`config.mk`:
```
export PLATFORM = sky130hd
export DESIGN_NAME = pwm_demod
export DESIGN_NICKNAME = d
export VERILOG_FILES = /design/src/rtl/pwm_demod.sv
export SDC_FILE = /design/constraint.sdc
export NUM_CORES = 1
export LEC_CHECK = 0
export CAP_MARGIN = 30
export CORE_UTILIZATION = 56
export DETAILED_ROUTE_END_ITERATION = 12
export PLACE_DENSITY = 0.77
export SYNTH_ARGS = -nofsm -noshare
export SYNTH_HDL_FRONTEND = slang
export SYNTH_SLANG_ARGS = --single-unit
export TNS_END_PERCENT = 10
```
`constraint.sdc`:
```
create_clock -name clk -period 6.63 [get_ports clk]
set_input_delay 1.989 -clock clk [delete_from_list [all_inputs] [get_ports clk]]
set_output_delay 1.989 -clock clk [all_outputs]
set_load 0.02 [all_outputs]
```
`src/rtl/pwm_demod.sv`:
```
// PWM receive demodulator: recovers a LEVEL_W-bit sample per 2^LEVEL_W-clock frame.
// Flags dead input (stuck) and frames of the wrong length (period_err).
module pwm_demod #(
  parameter int LEVEL_W = 8
) (
  input  logic               clk,
  input  logic               rst,
  input  logic               pwm_in,
  output logic [LEVEL_W-1:0] level,
  output logic               level_valid,
  output logic               stuck,
  output logic               period_err
);

  typedef enum logic [1:0] {
    IDLE,
    MEASURE,
    STUCK
  } state_e;

  localparam logic [LEVEL_W:0] FRAME = {1'b1, {LEVEL_W{1'b0}}};
  localparam logic [LEVEL_W:0] TMO   = '1;
  localparam logic [LEVEL_W:0] ONE   = {{LEVEL_W{1'b0}}, 1'b1};

  state_e             state_q;
  logic               s1_q;
  logic               s2_q;
  logic               prev_q;
  logic [LEVEL_W:0]   period_q;
  logic [LEVEL_W:0]   high_q;
  logic [LEVEL_W-1:0] level_q;
  logic               valid_q;
  logic               stuck_q;
  logic               err_q;

  logic               edge_d;
  logic [LEVEL_W-1:0] clamp_d;
  logic [LEVEL_W-1:0] fill_d;

  assign edge_d  = s2_q & ~prev_q;
  assign clamp_d = high_q[LEVEL_W] ? '1 : high_q[LEVEL_W-1:0];
  assign fill_d  = s2_q ? '1 : '0;

  always_ff @(posedge clk or negedge rst) begin
    if (!rst) begin
      state_q  <= IDLE;
      s1_q     <= 1'b0;
      s2_q     <= 1'b0;
      prev_q   <= 1'b0;
      period_q <= '0;
      high_q   <= '0;
      level_q  <= '0;
      valid_q  <= 1'b0;
      stuck_q  <= 1'b0;
      err_q    <= 1'b0;
    end else begin
      s1_q    <= pwm_in;
      s2_q    <= s1_q;
      prev_q  <= s2_q;
      valid_q <= 1'b0;
      err_q   <= 1'b0;
      unique case (state_q)
        IDLE: begin
          if (edge_d) begin
            period_q <= ONE;
            high_q   <= ONE;
            state_q  <= MEASURE;
          end else if (period_q == TMO) begin
            state_q  <= STUCK;
            stuck_q  <= 1'b1;
            level_q  <= fill_d;
            valid_q  <= 1'b1;
            period_q <= ONE;
          end else begin
            period_q <= period_q + ONE;
          end
        end
        MEASURE: begin
          if (edge_d) begin
            if (period_q == FRAME) begin
              level_q <= clamp_d;
              valid_q <= 1'b1;
            end else begin
              err_q <= 1'b1;
            end
            period_q <= ONE;
            high_q   <= ONE;
          end else if (period_q == TMO) begin
            state_q  <= STUCK;
            stuck_q  <= 1'b1;
            level_q  <= fill_d;
            valid_q  <= 1'b1;
            period_q <= ONE;
          end else begin
            period_q <= period_q + ONE;
            high_q   <= high_q + {{LEVEL_W{1'b0}}, s2_q};
          end
        end
        STUCK: begin
          // An edge restarts measurement; the level only follows a full frame.
          if (edge_d) begin
            stuck_q  <= 1'b0;
            period_q <= ONE;
            high_q   <= ONE;
            state_q  <= MEASURE;
          end else if (period_q == FRAME) begin
            level_q  <= fill_d;
            valid_q  <= 1'b1;
            period_q <= ONE;
          end else begin
            period_q <= period_q + ONE;
          end
        end
        default: state_q <= IDLE;
      endcase
    end
  end

  assign level       = level_q;
  assign level_valid = valid_q;
  assign stuck       = stuck_q;
  assign period_err  = err_q;

endmodule

```
## Word level (Yosys, flattened, before mapping)

Cells that the tools add are included.

- Register bits after elaboration: 34
- Input port bits: 3
- Output and inout bits: 11

- Add/subtract/negate cells: 2
- Eq/ne operators: 14
- Multiplexer cells: 36
- Bitwise gates (word level): 2
- Reduce and logical (&&, ||, !) cells: 10

Operator list:

| operator | count |
|---|---|
| two-way mux 8 bit | 8 |
| two-way mux 9 bit | 7 |
| one-hot mux 9 bit (2 select lines) | 2 |
| one-hot mux 8 bit (3 select lines) | 1 |
| equality test 9 bit (second input constant) | 2 |
| inequality test 2 bit (second input constant) | 6 |
| two-way mux 1 bit | 11 |
| adder 9 x 1 -> 9 bit | 1 |
| adder 9 x 1 -> 9 bit (second input constant) | 1 |
| two-way mux 2 bit | 4 |
| inequality test 3 bit (second input constant) | 2 |
| one-hot mux 2 bit (3 select lines) | 1 |
| AND reduction 5 bit | 1 |
| inequality test 2 x 1 -> 1 bit (second input constant) | 2 |
| AND reduction 4 bit | 1 |
| nonzero test 2 bit | 2 |
| OR reduction 2 bit | 2 |
| one-hot mux 1 bit (3 select lines) | 1 |
| AND reduction 3 bit | 1 |
| nonzero test 3 bit | 1 |
| equality test 2 x 1 -> 1 bit (second input constant) | 1 |
| equality test 2 bit (second input constant) | 1 |
| logical NOT 2 bit | 1 |
| one-hot mux 1 bit (2 select lines) | 1 |
| other kinds (3) | 3 |

## Depth between registers and ports, before layout

- Depth in word-level cells: 4
- Depth in mapped cells: 11

## Worst setup path before layout

No wires, ideal clock.

- Path kind: register to output
- Start point: reg level_q[4] (netlist: level[4])
- End point: out level[4]
- Arrival time: 0.437 ns
- Required time: 4.641 ns
- Slack: 4.204 ns
- Stages on the path, launching flop included: 1
- Path buffers: 0
- Cells stage by stage: dfrtp_1

RTL lines:

| element | RTL line | RTL |
|---|---|---|
| start, declared | 31 | `logic [LEVEL_W-1:0] level_q;` |
| start signal, assigned | 71 | `level_q <= fill_d;` |
| start signal, assigned | 81 | `level_q <= clamp_d;` |
| start signal, assigned | 91 | `level_q <= fill_d;` |
| end, declared | 9 | `output logic [LEVEL_W-1:0] level,` |

No word-level cell between the ends.

## Worst setup path in the final report

- Start point: reg level_q[3] (netlist: level[3])
- End point: out level[3]

No word-level cell between the ends.

==> results.ini <==
[placed_design]
io_buffers=13
detailedPlace.worstSlack_ns=3.67
dp_hpwl_microns=3190
place.gp.congestion=0.847
place_inst=273

[synth]
synthArstFlopShare_pct=100
yosys-top-cells-area=dfrtp_1 41%, ha_1 6.0%, nand3_1 3.9%
ys_seq_elements=34
yosysTopAreaCell=dfrtp_1
synth_most_common_cell=dfrtp_1
yosysSeqAreaShare_pct=41.0
ys.flop_type=dfrtp_1
synth.cells.most_frequent=34 x dfrtp_1, 19 x nand2_1, 17 x nor2_1, 16 x nand3_1, 14 x o21ai_0
syn_area_sq_mm=0.00208
synth_nets=239
synth_edf_count=0
synthDistinctLibCells=47
yosysWarnings=0
synth_cells=226
syn_avg_cell_area_sq_um=9.19
synth_top_area_share_pct=41.0

[timing]
fin_crit_ns=3.27
hold_violations=0
setup_ws_ns=3.36
finalSetupViolations=0
worst_pin_slew_ns=0.660
relSlewSlack_pct=55.9
skew_ns=0.00486
rsz0062_at_grt=false
fmax_mhz=306
maxSlewViolCount=0
setup_tns_ns=0
period_share_pct=49.3

[flow_run]
maxCapViolations=0

[die]
die_area_sq_mm=0.00396
num_rows=21
start_util_pct=60.3
core_area_sq_mm=0.00344
fp.dieH_microns=62.9
io_pins=14
die_x_microns=62.9

[critical_path]
path_cells=clkdlybuf4s50_1
cp.arrival_ns=1.28
cp_top_family=buffers and inverters
path_max_fanout=3
worstPathRequired_ns=4.64
cp_num_buf_inv=1
cp_slowest_cell=clkdlybuf4s50_1
crit_type=reg -> out
critPathCaptureType=primary output
r2r_start=period_q[1]
cpPeakStageDelay_ns=0.61
startpoint=level[3]
start_kind=flop

[pwr]
cellPowerDensity_mw_per_mm2=317
leakagePower_nw=0.995
ir_worst_vdd_mv=0.166
power.total_mw=0.725

[clock_network]
hold_buffers=0
path_clk_slew_ns=0.07
cts_tree=yes
h-tree-depth=2
post_cts_buffers=0
post_cts_resized=0
clockBufferDepth=2
clk_latency_ns=0.28
cts-buffers-inserted=5
cts_root_buf=clkbuf_8
clkSinkCount=34

[global_routing]
grt_pass1_vias=1730
grt_max_degree=35
track_usage_pct=25.2
antenna_found_initial=0
grt_overflow_total=0
grt_pass1_wl_microns=7830

[worst_hold_path]
hp-class=reg -> reg
worstHoldStart=s1_q

[cells_and_area]
fin_nets=247
drive_above_1_share_pct=11.1
postLayoutCoreUtil_pct=66.4
syn_to_final_growth_pct=10.0
diodes=0
final_cell_count_no_fill=280

[detailed_routing]
vias_per_cell=6.36
drtIter0Drc=193
vias=1780
ant_nets=0
drt_first_pass_iters=4
routed_wirelength_microns=4520
drc=0
avgRoutedWirePerCell_microns=16.1

[outcome]
status=completed

placed cells by master, fill, tap and decap left out, drive strengths merged, types with 3 or more instances in the layout:
| master | n |
|---|---|
| clkbuf | 5 |
| mux2i | 3 |
| dfrtp | 34 |
| or2 | 6 |
| inv | 8 |
| nand2b | 3 |
| nand2 | 19 |
| nor2 | 17 |
| o311ai | 7 |
| a21oi | 12 |
| nor2b | 6 |
| a22o | 8 |
| or4 | 5 |
| nor3 | 3 |
| o31ai | 10 |
| ha | 10 |
| nand3 | 16 |
| o21ai | 14 |
| clkdlybuf4s50 | 13 |
path summary, 6_finish.rpt:
check,end,slack (ns),cells after the start
setup / recovery,level[3],3.36,1
hold / removal,s2_q,0.36,0
setup reg to reg,period_q[4],3.74,9
hold reg to reg,s2_q,0.36,0
max in group asynchronous,high_q[3],4.21,2
min in group asynchronous,state_q[1],2.12,2
where the power goes:
group          internal [mW]  total, mW  switching (mW)
Clock                 0.0703      0.139          0.0685
Sequential             0.252      0.301          0.0483
Combinational          0.127      0.285           0.158
Total                  0.450      0.725           0.274
layer usage:
layer,vias up,global-route usage (%),share of wire (%)
met2,62,41.3,49
met3,5,4.93,4.7
met4,0,12.8,1.1
met1,862,31.3,45
met5,-,0,0
li1,851,-,-
cell families after synthesis:
logic type                 Yosys count  share of synthesized area, %
adders and majority gates           10                          6.02
muxes                                5                          2.53
buffers and inverters               21                          4.64
DFF                                 34                          41.0
AOI/OAI and AO/OA                   66                          22.0
and+or+nand+nor                     90                          23.9
sequential cells by signal, summed over array words and instances (netlist names):
register	count
level_valid	1
prev_q	1
s2_q	1
high_q	9
s1_q	1
level	8
stuck	1
period_err	1
state_q	2
period_q	9
stage by stage:
stage	hold slack (ns)	area (sq um)
after floorplan	0.331	2080
after global placement	0.336	2210
after detailed placement	0.348	2210
after CTS	0.363	2280
after global routing	0.363	2280
final	0.358	2280
area by class of cell:
class                      instances  area, sq um
sequential                        34          851
inverter                           8         30.0
timing repair buffer              14          138
tap                               46         57.6
fill                             284         1160
multi-input combinational        171         1130
clock buffer                       5         68.8
clock inverter                     2         10.0
Note: power is estimated with default switching activity, not from simulation.
